File: src/rtl/fp_cvt_pkg.sv
// fp_cvt_pkg: shared definitions for the floating-point to integer converters.
//   - IEEE-754 double field widths and exponent bias
//   - RISC-V rounding-mode encodings
//   - fflags bit positions ({NV,DZ,OF,UF,NX})
//   - converter FSM state encoding
package fp_cvt_pkg;

  localparam int NEXP = 11;
  localparam int NSIG = 52;
  localparam int BIAS = 1023;

  localparam logic [2:0] RM_RNE = 3'b000;
  localparam logic [2:0] RM_RTZ = 3'b001;
  localparam logic [2:0] RM_RDN = 3'b010;
  localparam logic [2:0] RM_RUP = 3'b011;
  localparam logic [2:0] RM_RMM = 3'b100;

  localparam int FLAG_NV = 4;
  localparam int FLAG_DZ = 3;
  localparam int FLAG_OF = 2;
  localparam int FLAG_UF = 1;
  localparam int FLAG_NX = 0;

  typedef enum logic [1:0] {
    ST_IDLE  = 2'd0,
    ST_SHIFT = 2'd1,
    ST_ROUND = 2'd2,
    ST_DONE  = 2'd3
  } state_e;

endpackage

File: src/rtl/fp_round_decide.sv
// fp_round_decide: combinational round-increment decision for float->int
// conversion.
//   sign : operand sign (1 = negative)
//   lsb  : least significant bit of the truncated integer magnitude
//   g    : guard bit (first bit below the integer lsb)
//   s    : sticky bit (OR of all bits below the guard)
//   rm   : RISC-V rounding mode; reserved encodings round as RNE
//   inc  : 1 when the truncated magnitude must be incremented
module fp_round_decide
  import fp_cvt_pkg::*;
(
  input  logic       sign,
  input  logic       lsb,
  input  logic       g,
  input  logic       s,
  input  logic [2:0] rm,
  output logic       inc
);

  always_comb begin
    inc = 1'b0;
    case (rm)
      RM_RTZ:  inc = 1'b0;
      RM_RDN:  inc = sign & (g | s);
      RM_RUP:  inc = ~sign & (g | s);
      RM_RMM:  inc = g;
      default: inc = g & (s | lsb);
    endcase
  end

endmodule

File: src/rtl/fp_cvt_wu_d.sv
// fp_cvt_wu_d: IEEE-754 double to 32-bit unsigned integer (RISC-V FCVT.WU.D).
// Multi-cycle: the mantissa is right-shifted up to 8 bits per cycle, then
// rounded in a single cycle.
//   clk, rst            : clock, asynchronous active-high reset
//   in_valid / in_ready : operand handshake (d, rm)
//   out_valid/out_ready : result handshake (wu, fflags)
//   fflags              : {NV,DZ,OF,UF,NX}, only NV and NX can be set
//
// state | meaning
// IDLE  | waiting for an operand, in_ready=1
// SHIFT | aligning mantissa to the integer point, collecting guard/sticky
// ROUND | applying rounding, saturation and flags; registers the result
// DONE  | result presented, waiting for out_ready
module fp_cvt_wu_d #(
  parameter int NEXP = fp_cvt_pkg::NEXP,
  parameter int NSIG = fp_cvt_pkg::NSIG
) (
  input  logic        clk,
  input  logic        rst,
  input  logic        in_valid,
  output logic        in_ready,
  input  logic [63:0] d,
  input  logic [2:0]  rm,
  output logic        out_valid,
  input  logic        out_ready,
  output logic [31:0] wu,
  output logic [4:0]  fflags
);
  import fp_cvt_pkg::*;

  localparam int MW = NSIG + 1;
  localparam int CW = $clog2(MW);
  localparam int WW = 32;

  state_e          state_q, state_d;
  logic            sign_q, sign_d;
  logic [2:0]      rm_q, rm_d;
  logic [MW-1:0]   mant_q, mant_d;
  logic [CW-1:0]   rem_q, rem_d;
  logic            guard_q, guard_d;
  logic            sticky_q, sticky_d;
  logic            forced_q, forced_d;
  logic            forced_ones_q, forced_ones_d;
  logic [WW-1:0]   wu_q, wu_d;
  logic [4:0]      fflags_q, fflags_d;

  logic [NEXP-1:0] exp_f;
  logic [NSIG-1:0] frac_f;
  logic            in_sign;
  int              e_i;

  logic [3:0]      step;
  logic [MW-1:0]   low_mask;
  logic            step_g;
  logic            step_s;
  logic            inc;
  logic [WW:0]     sum;

  assign exp_f   = d[NSIG +: NEXP];
  assign frac_f  = d[NSIG-1:0];
  assign in_sign = d[63];

  always_comb begin
    e_i = int'(exp_f) - BIAS;
  end

  // One alignment step: shift by min(8, remaining). The new guard is the
  // highest bit shifted out; everything below it joins the sticky.
  always_comb begin
    step     = (rem_q >= CW'(8)) ? 4'd8 : 4'(rem_q);
    low_mask = (MW'(1) << (step - 4'd1)) - MW'(1);
    step_g   = mant_q[step - 4'd1];
    step_s   = |(mant_q & low_mask);
  end

  // After alignment the integer part fits in the low 32 bits (shift >= 21).
  fp_round_decide u_round (
    .sign (sign_q),
    .lsb  (mant_q[0]),
    .g    (guard_q),
    .s    (sticky_q),
    .rm   (rm_q),
    .inc  (inc)
  );

  assign sum = {1'b0, mant_q[WW-1:0]} + {{WW{1'b0}}, inc};

  always_comb begin
    state_d       = state_q;
    sign_d        = sign_q;
    rm_d          = rm_q;
    mant_d        = mant_q;
    rem_d         = rem_q;
    guard_d       = guard_q;
    sticky_d      = sticky_q;
    forced_d      = forced_q;
    forced_ones_d = forced_ones_q;
    wu_d          = wu_q;
    fflags_d      = fflags_q;

    case (state_q)
      ST_IDLE: begin
        if (in_valid) begin
          sign_d        = in_sign;
          rm_d          = rm;
          mant_d        = {1'b1, frac_f};
          rem_d         = '0;
          guard_d       = 1'b0;
          sticky_d      = 1'b0;
          forced_d      = 1'b0;
          forced_ones_d = 1'b0;
          state_d       = ST_ROUND;
          if (exp_f == '1) begin
            // NaN saturates high regardless of sign; infinities by sign.
            mant_d        = '0;
            forced_d      = 1'b1;
            forced_ones_d = (frac_f != '0) | ~in_sign;
          end else if (exp_f == '0) begin
            // Zero leaves nothing; a subnormal is a pure sticky fraction.
            mant_d   = '0;
            sticky_d = |frac_f;
          end else if (e_i <= -2) begin
            mant_d   = '0;
            sticky_d = 1'b1;
          end else if (e_i == -1) begin
            // Value in [0.5,1): the hidden one is the guard bit.
            mant_d   = '0;
            guard_d  = 1'b1;
            sticky_d = |frac_f;
          end else if (e_i >= WW) begin
            mant_d        = '0;
            forced_d      = 1'b1;
            forced_ones_d = ~in_sign;
          end else begin
            rem_d   = CW'(NSIG - e_i);
            state_d = ST_SHIFT;
          end
        end
      end

      ST_SHIFT: begin
        mant_d   = mant_q >> step;
        guard_d  = step_g;
        sticky_d = sticky_q | guard_q | step_s;
        rem_d    = rem_q - CW'(step);
        if (rem_q <= CW'(8)) state_d = ST_ROUND;
      end

      ST_ROUND: begin
        wu_d     = '0;
        fflags_d = '0;
        if (forced_q) begin
          wu_d              = forced_ones_q ? '1 : '0;
          fflags_d[FLAG_NV] = 1'b1;
        end else if (!sign_q) begin
          if (sum[WW]) begin
            wu_d              = '1;
            fflags_d[FLAG_NV] = 1'b1;
          end else begin
            wu_d              = sum[WW-1:0];
            fflags_d[FLAG_NX] = guard_q | sticky_q;
          end
        end else if ((mant_q[WW-1:0] == '0) && !inc) begin
          // Negative value rounding to zero is representable, just inexact.
          fflags_d[FLAG_NX] = guard_q | sticky_q;
        end else begin
          fflags_d[FLAG_NV] = 1'b1;
        end
        state_d = ST_DONE;
      end

      ST_DONE: begin
        if (out_ready) state_d = ST_IDLE;
      end

      default: state_d = ST_IDLE;
    endcase
  end

  always_ff @(posedge clk or posedge rst) begin
    if (rst) begin
      state_q       <= ST_IDLE;
      sign_q        <= 1'b0;
      rm_q          <= '0;
      mant_q        <= '0;
      rem_q         <= '0;
      guard_q       <= 1'b0;
      sticky_q      <= 1'b0;
      forced_q      <= 1'b0;
      forced_ones_q <= 1'b0;
      wu_q          <= '0;
      fflags_q      <= '0;
    end else begin
      state_q       <= state_d;
      sign_q        <= sign_d;
      rm_q          <= rm_d;
      mant_q        <= mant_d;
      rem_q         <= rem_d;
      guard_q       <= guard_d;
      sticky_q      <= sticky_d;
      forced_q      <= forced_d;
      forced_ones_q <= forced_ones_d;
      wu_q          <= wu_d;
      fflags_q      <= fflags_d;
    end
  end

  assign in_ready  = (state_q == ST_IDLE);
  assign out_valid = (state_q == ST_DONE);
  assign wu        = wu_q;
  assign fflags    = fflags_q;

endmodule

File: config.mk
export PLATFORM = sky130hd
export DESIGN_NAME = fp_cvt_wu_d
export DESIGN_NICKNAME = d
export VERILOG_FILES = /design/src/rtl/fp_cvt_pkg.sv /design/src/rtl/fp_round_decide.sv /design/src/rtl/fp_cvt_wu_d.sv
export SDC_FILE = /design/constraint.sdc
export NUM_CORES = 1
export LEC_CHECK = 0
export ABC_AREA = 0
export CAP_MARGIN = 20
export CORE_MARGIN = 2
export CORE_UTILIZATION = 53
export DETAILED_ROUTE_END_ITERATION = 12
export HOLD_SLACK_MARGIN = 0.06
export PLACE_DENSITY = 0.79
export SYNTH_ARGS = -nofsm -noshare
export SYNTH_HDL_FRONTEND = slang
export SYNTH_SLANG_ARGS = --single-unit
File: constraint.sdc
create_clock -name clk -period 5 [get_ports clk]
set_clock_uncertainty 0.15 [all_clocks]
set_input_delay 0.5 -clock clk [delete_from_list [all_inputs] [get_ports clk]]
set_output_delay 0.5 -clock clk [all_outputs]
set_load 0.01 [all_outputs]
==> metrics.yaml <==
run_status:
  status: "finished clean"
cts:
  cts_hold_buf: 0
  cts_buffers: 9
  clk_transition_reported_paths_ns: 0.07
  clockBufferDepth: 2
  cts.sinks: 103
  h-tree-depth: 3
  postCtsSetupRepairBufs: 0
  clk_latency_ns: 0.37
  cts_tree: "built"
  clockRootBuffer: "clkbuf_16"
  cts_resized: 0
placed_design:
  place_congestion: 0.985
  post-place-ws_ns: 0.603
  port_buffers: 106
  dp_hpwl_um: 19100
  dp_cells: 1331
setup_path:
  crit_required_ns: 5.09
  crit_arrival_ns: 4.60
  regToRegStartpoint: "rem_q[3]"
  crit_path_max_fanout: 13
  cp-end-kind: "flop"
  crit_type: "flop to flop"
  cp-startpoint: "rem_q[3]"
  critPathLaunchType: "flop"
pwr:
  power_density_mw_per_mm2: 654
  swShare: 0.513
  switching_power_mw: 3.41
  p_comb_frac: 0.606
  power_mw: 6.65
  seqPwrFrac: 0.286
  p_int_mw: 3.24
  ir_worst_vdd_mv: 0.310
  leakagePower_nw: 3.72
  clockPowerShare: 0.107
routing:
  totalWireLength_um: 26800
  drt_iter0_drc: 941
  vias: 8756
  firstDrtPassIters: 6
  ant_nets: 0
  avgRoutedWirePerCell_um: 19.9
  viasPerCell: 6.50
  drcViolationCount: 0
grt:
  grt_pass1_wl_um: 43400
  antenna_found_initial: 0
  overflow: 0
  track_usage: 0.303
  grt_pass1_vias: 8119
  grt_max_degree: 80
final_layout:
  area_growth_pct: 14.0
  final_cell_mix: "nand2_1, clkdlybuf4s50_1, dfrtp_1"
  antenna_cells: 0
  final.fill_count: 1457
  layout.nets: 1213
  final_cells: 1347
  mostFrequentLayoutCell: "nand2_1"
  drive_gt1_frac: 0.0612
die:
  start_util: 0.539
  pin_count: 110
  die_x_um: 134
  core_area_mm2: 0.0165
  die_h_um: 134
  dieArea_mm2: 0.0179
  rows: 47
yosys:
  yosysWarnings: 0
  ys.flop_type: "dfrtp_1"
  syn_inst: 1093
  async_flop_share: 1.00
  postSynthAreaPerCell_um2: 8.15
  ys_seq_area_frac: 0.289
  synth_cell_types: 79
  netlist_area_mm2: 0.00891
  synth_edf_count: 0
  yosys-top-cells-area: "dfrtp_1, mux2i_1, nand2_1"
  yosys_register_bits: 103
  synth_top_area_share: 0.289
  synth_largest_area_cell: "dfrtp_1"
timing:
  finalHoldViolations: 0
  final.setup.tns_ns: 0
  min_period_ns: 4.50
  final.setup.worst_slack_ns: 0.496
  setup_viol: 0
  fin_crit_sh: 0.901
  hold_slack_ns: 0.355
  worst_slew_pin_slew_ns: 1.02
  relSlewSlack: 0.317
  drv_slew: 0
  rsz0062_at_grt: "false"
  fmax_ghz: 0.222
min_path:
  hold_path_class: "flop to flop"
  hp-start: "forced_ones_q"
job:
  cap_violations: 0
## flip-flops by register name (all words and copies together) (netlist names), 2 cells and up
signal	cells
rm_q	3
wu	32
mant_q	53
state_q	2
rem_q	6
fflags	2
## worst paths after layout
kind | to | slack, ns | cells after the start
max | sticky_q | 0.50 | 14
min | forced_ones_q | 0.36 | 2
max reg2reg | sticky_q | 0.50 | 14
min reg2reg | forced_ones_q | 0.36 | 2
max in group asynchronous | mant_q[24] | 3.24 | 3
min in group asynchronous | fflags[4] | 0.57 | 2
## through the flow
| stage | util | area (um2) |
|---|---|---|
| final | 0.615 | 10200 |
| after global routing | 0.615 | 10200 |
| after CTS | 0.615 | 10200 |
| after detailed placement | 0.597 | 9860 |
| after global placement | 0.597 | 9860 |
| after floorplan | - | 8920 |
## power groups by stage
stage                     clock, mW  combinational [mW]  sequential (mW)
after floorplan                   0                3.12             1.51
after global placement            0                3.90             1.87
after detailed placement          0                3.94             1.88
after CTS                     0.719                3.97             1.87
after global routing          0.750                4.41             1.94
final                         0.713                4.03             1.90
## logic make-up (layout without fill, tap and decap cells)
logic type | Yosys count | in the layout | share of synthesized area
flip-flops | 103 | 103 | 0.289
adder cells (fa/ha/maj) | 20 | 20 | 0.0281
AO/OA/AOI/OAI | 368 | 368 | 0.264
multiplexers | 110 | 110 | 0.133
XOR/XNOR | 37 | 37 | 0.0372
buffers and inverters | 132 | 164 | 0.0705
other | 2 | 4 | 0.000843
AND/OR/NAND/NOR | 321 | 321 | 0.177
## synth_stat cells, types with 7 or more instances
cell type,count
a21boi_0,35
a21oi_1,89
a22oi_1,51
a31oi_1,9
buf_2,10
buf_4,14
buf_6,9
clkbuf_1,70
dfrtp_1,103
ha_1,20
inv_1,23
mux2i_1,98
nand2_1,136
nand3_1,32
nand4_1,16
nor2_1,48
nor3_1,13
nor4_1,23
o211ai_1,8
o21a_1,7
o21ai_0,100
xnor2_1,22
xor2_1,14
## layout make-up
type | count | area (um2) | share of cell area
Tap cell | 220 | 275 | 0.0271
Inverter | 26 | 100 | 0.00985
Sequential cell | 103 | 2580 | 0.254
Clock buffer | 10 | 239 | 0.0235
Timing Repair Buffer | 122 | 1180 | 0.116
Multi-Input combinational cell | 860 | 5730 | 0.564
Clock inverter | 6 | 58.8 | 0.00579
## routing by layer
layer / global-route usage / vias up / part of all wire
met5: 0 / - / 0
met4: 0.0975 / 0 / 0.024
met3: 0.0346 / 64 / 0.091
met2: 0.472 / 467 / 0.45
met1: 0.442 / 4154 / 0.43
li1: - / 4071 / -
## worst max-delay path, stage by stage, from the launching register on
cell     delay, ns
dfrtp_1       0.49
nor3_2        0.55
nand2_1       0.11
buf_4         0.22
ha_1          0.40
xnor2_2       0.32
nand3_1       0.18
ha_1          0.38
or3b_2        0.49
nand3_1       0.09
a21oi_1       0.08
o41ai_1       0.36
nand4_1       0.16
o41ai_2       0.29
a31oi_1       0.11
No activity file was read; power rests on OpenSTA's default activity.
==> patch 1, RTL diff (same settings) <==
Take the reset off `wu_q` and load it in a clocked block of its own.
--- a/src/rtl/fp_cvt_wu_d.sv
+++ b/src/rtl/fp_cvt_wu_d.sv
@@ -190,3 +190,2 @@
       forced_ones_q <= 1'b0;
-      wu_q          <= '0;
       fflags_q      <= '0;
@@ -202,5 +201,8 @@
       forced_ones_q <= forced_ones_d;
-      wu_q          <= wu_d;
       fflags_q      <= fflags_d;
     end
+  end
+
+  always_ff @(posedge clk) begin
+    wu_q <= wu_d;
   end
Behaviour: differs if rst is asserted again (counterexample within 4 cycles, from zero or initial values and one cycle with rst high); with rst held inactive, the same outputs for 4 cycles.
==> patch 1 against the unedited design <==
Fmax increased by 4.2%. Total power decreased by 5.1%. Wire length about the same. Setup slack improved by 0.18 ns. Synthesized area increased by 4.1%. Die area increased by 3.9%. Cell area increased by 4.7%. Critical path depth decreased by 1. Sequential cell count unchanged. Core utilization increased by 0.42 points. Clock power increased by 12%. Via count decreased by 1.2%. Critical path type unchanged. Highest routed layer unchanged.
==> patch 1: results (changes against the unedited design) <==
crit path max-delay cell type=dfrtp_1 (was nor3_2); DRT iter0 DRCs=1055 (was 941); n_diodes=0 (unchanged); vias in the first global route=7870 (was 8119); GRT Overall Usage=29.9% (was 30.3%); syn_area_per_cell=8.72 um^2 (was 8.15 um^2); Synth async-reset ratio=68.9% (was 100%); Post-CTS Resized=0 (unchanged); Worst VDD drop=0.287 mV (was 0.310 mV); library cells used by synthesis=78 (was 79); Leakage Power=3.96 nW (was 3.72 nW); crit-path max FO=16 (was 13); Placer Congestion=0.966 (was 0.985); Final Non-Filler Cells=1317 (was 1347); dpl hpwl=19100 um (about the same); Synth Area in Compound Gates=19.9% (was 26.4%); Worst Hold Class=flip-flop to flip-flop (unchanged); first-pass GRT wire length=43100 um (was 43400 um); WL per Instance=20.3 um (was 19.9 um); DR vias=8654 (was 8756); Inserted Clock Buffers=9 (unchanged); DP Area=10300 um^2 (was 9860 um^2); Seq/Total Area, Yosys=29.5% (was 28.9%); relative slew slack=34.3% (was 31.7%); most frequent cells after synthesis=152 x nand2_1, 79 x o21ai_0, 78 x clkbuf_1 (was 136 x nand2_1, 103 x dfrtp_1, 100 x o21ai_0); layout cell share with drive strength beyond 1=10.6% (was 6.12%); clk slew on worst S/H paths=0.07 ns (about the same); synthesized-area fraction occupied by adder cells=2.70% (was 2.81%); max FFs per register=53 (unchanged); outcome=complete, no violations (unchanged); antenna violations before repair=0 (unchanged); Place WS=0.749 ns (was 0.603 ns); nets=1178 (was 1213); post-synthesis xor/xnor area fraction=4.16% (was 3.72%); clk root buf=clkbuf_16 (unchanged); EDFF count, synth=32 (was 0); mux cell area share after synthesis=18.6% (was 13.3%); Critical Path AT=4.37 ns (was 4.60 ns); delay-heaviest family, CP=compound AO/OA/AOI/OAI gates (was simple AND/OR/NAND/NOR gates); largest net degree at the start of global routing=65 (was 80); CP max stage delay=0.52 ns (was 0.55 ns); Clock Tree Buf Depth=2 (unchanged); Synth area leaders=dfrtp_1 19%, mux4_2 12%, edfxtp_1 10%, nand2_1 6.2%, mux2i_1 5.9% (was dfrtp_1 29%, mux2i_1 11%, nand2_1 5.7%, o21ai_0 5.6%, a21oi_1 5.0%); yosys warns=0 (unchanged)
patch 1: cell types whose count changed after synthesis, sizes merged, moves of 9 or more:
| cell | delta |
|---|---|
| a22oi | -44 |
| mux2i | -43 |
| mux4 | +42 |
| a21boi | -38 |
| dfrtp | -32 |
| edfxtp | +32 |
| a211oi | +31 |
| a21oi | -31 |
| nand2 | +15 |
| nor2 | +14 |
| clkbuf | +9 |
| o221ai | +9 |
| xor2 | +9 |
patch 1: metal layers:
metal  track usage (%)  vias up  part of all wire, %
met4              9.49        0                  2.7
li1                  -     4013                    -
met3              4.62       57                  8.2
met5                 0        -                    0
met1              42.4     4118                   42
met2              47.1      466                   47
patch 1: path summary, 6_finish.rpt:
path / startpoint / to / slack [ns] / cells after the start
worst min register to register: fflags[4] / fflags[4] / 0.34 / 1
worst max-delay path: rem_q[3] / sticky_q / 0.68 / 13
worst min-delay path: fflags[4] / fflags[4] / 0.34 / 1
worst max register to register: rem_q[3] / sticky_q / 0.68 / 13
min in group asynchronous: rst / rem_q[0] / 0.53 / 2
max in group asynchronous: rst / mant_q[19] / 3.24 / 3
patch 1: area by class of cell:
type | instances | area, um^2
fill | 1497 | 6540
multi-input combinational | 817 | 5960
sequential | 103 | 2740
timing repair buffer | 127 | 1220
tap | 225 | 282
clock buffer | 9 | 225
inverter | 29 | 109
clock inverter | 7 | 103
patch 1: where the power goes:
part | total, W | internal (W) | switching (W)
Sequential | 0.00182 | 0.00127 | 0.000550
Clock | 0.000799 | 0.000444 | 0.000354
Combinational | 0.00369 | 0.00157 | 0.00211
==> patch 2, RTL diff (config.mk and constraints unchanged) <==
Made on the original files. Re-encode `state_e` (4 states) as Gray code, 2 bits wide.
--- a/src/rtl/fp_cvt_pkg.sv
+++ b/src/rtl/fp_cvt_pkg.sv
@@ -24,6 +24,6 @@
   typedef enum logic [1:0] {
-    ST_IDLE  = 2'd0,
-    ST_SHIFT = 2'd1,
-    ST_ROUND = 2'd2,
-    ST_DONE  = 2'd3
+    ST_IDLE  = 2'b00,
+    ST_SHIFT = 2'b01,
+    ST_ROUND = 2'b11,
+    ST_DONE  = 2'b10
   } state_e;
Formal check against the unedited RTL: same outputs for any inputs over 4 cycles, from zero or initial values and one cycle with rst high; so few cycles prove little.
==> patch 2 against the unedited design <==
Sequential cell count is the same. Critical path type unchanged. Total power shrank 4.2%. Largest cell class unchanged. Highest routed layer unchanged. Combinational power shrank 6.5%. Synthesized area shrank 2.6%. First-iteration DRC count grew 11%. Cell area shrank 1.8%. Wire length grew 0.95%. Count of clock-buffer cells in the layout shrank 1. Largest power group unchanged. Setup slack gained 0.33 ns.
==> patch 2: results (changes against the unedited design) <==
Synth Area in Compound Gates=21.4% (was 26.4%); outcome=complete, no violations (unchanged); First-pass DRT Iterations=5 (was 6); Worst VDD drop=0.312 mV (was 0.310 mV); Placer Congestion=1.01 (was 0.985); Seq/Total Area, Yosys=29.7% (was 28.9%); ClkCell Share=2.78% (was 2.93%); Synth area leaders=dfrtp_1 30%, mux2i_1 8.4%, mux4_2 8.0%, nand2_1 6.1%, a21oi_1 5.5% (was dfrtp_1 29%, mux2i_1 11%, nand2_1 5.7%, o21ai_0 5.6%, a21oi_1 5.0%); R2R Setup Slk=0.82 ns (was 0.50 ns); Fillers=1403 (was 1457); Signal buffers=121 (was 122); nets=1141 (was 1213); CP startpoint=rem_q[5] (was rem_q[3]); GR Util met2=48.4% (was 47.2%); CP max stage delay=0.85 ns (was 0.55 ns); Non-CTS inverters=16 (was 26); DRT iter0 DRCs=1049 (was 941); met3 usage=7.57% (was 3.46%); number of multi-input logic gates=805 (was 860); synthesized-area fraction occupied by adder cells=2.02% (was 2.81%); Cell Pwr Density=638 nW/um^2 (was 654 nW/um^2); vias per cell=6.76 (was 6.50); crit path max-delay cell type=or4b_2 (was nor3_2); layout cell share with drive strength beyond 1=8.49% (was 6.12%); n_diodes=1 (was 0); syn_area_per_cell=8.48 um^2 (was 8.15 um^2); mux cell area share after synthesis=17.0% (was 13.3%)
==> patch 2: changes by cell type after synthesis, sizes merged, moves of 7 or more <==
cell | unedited run | this run
xnor2 | 23 | 12
inv | 24 | 14
o21ai | 102 | 41
nand3 | 32 | 55
xor2 | 14 | 25
a21boi | 41 | 2
a311oi | 1 | 11
mux4 | 6 | 31
nor2 | 49 | 56
mux2i | 98 | 73
o211ai | 8 | 20
o22a | 0 | 22
nor4 | 23 | 31
a22oi | 51 | 22
==> patch 2: worst min path at each step <==
stage	startpoint	slack [ns]	end
final	rm_q[1]	0.35	rm_q[1]
after global routing	wu[9]	0.37	wu[9]
after CTS	wu[24]	0.35	wu[24]
after detailed placement	wu[24]	0.34	wu[24]
after global placement	wu[30]	0.34	wu[30]
after floorplan	rm_q[1]	0.31	rm_q[1]
==> patch 2: per-layer routing <==
metal  part of all wire [%]  wire length, um  up-vias
li1                       -                -     3904
met1                     40            10900     4087
met2                     45            12200      529
met3                    9.9             2670      111
met4                    4.4             1200        0
met5                      0                0        -
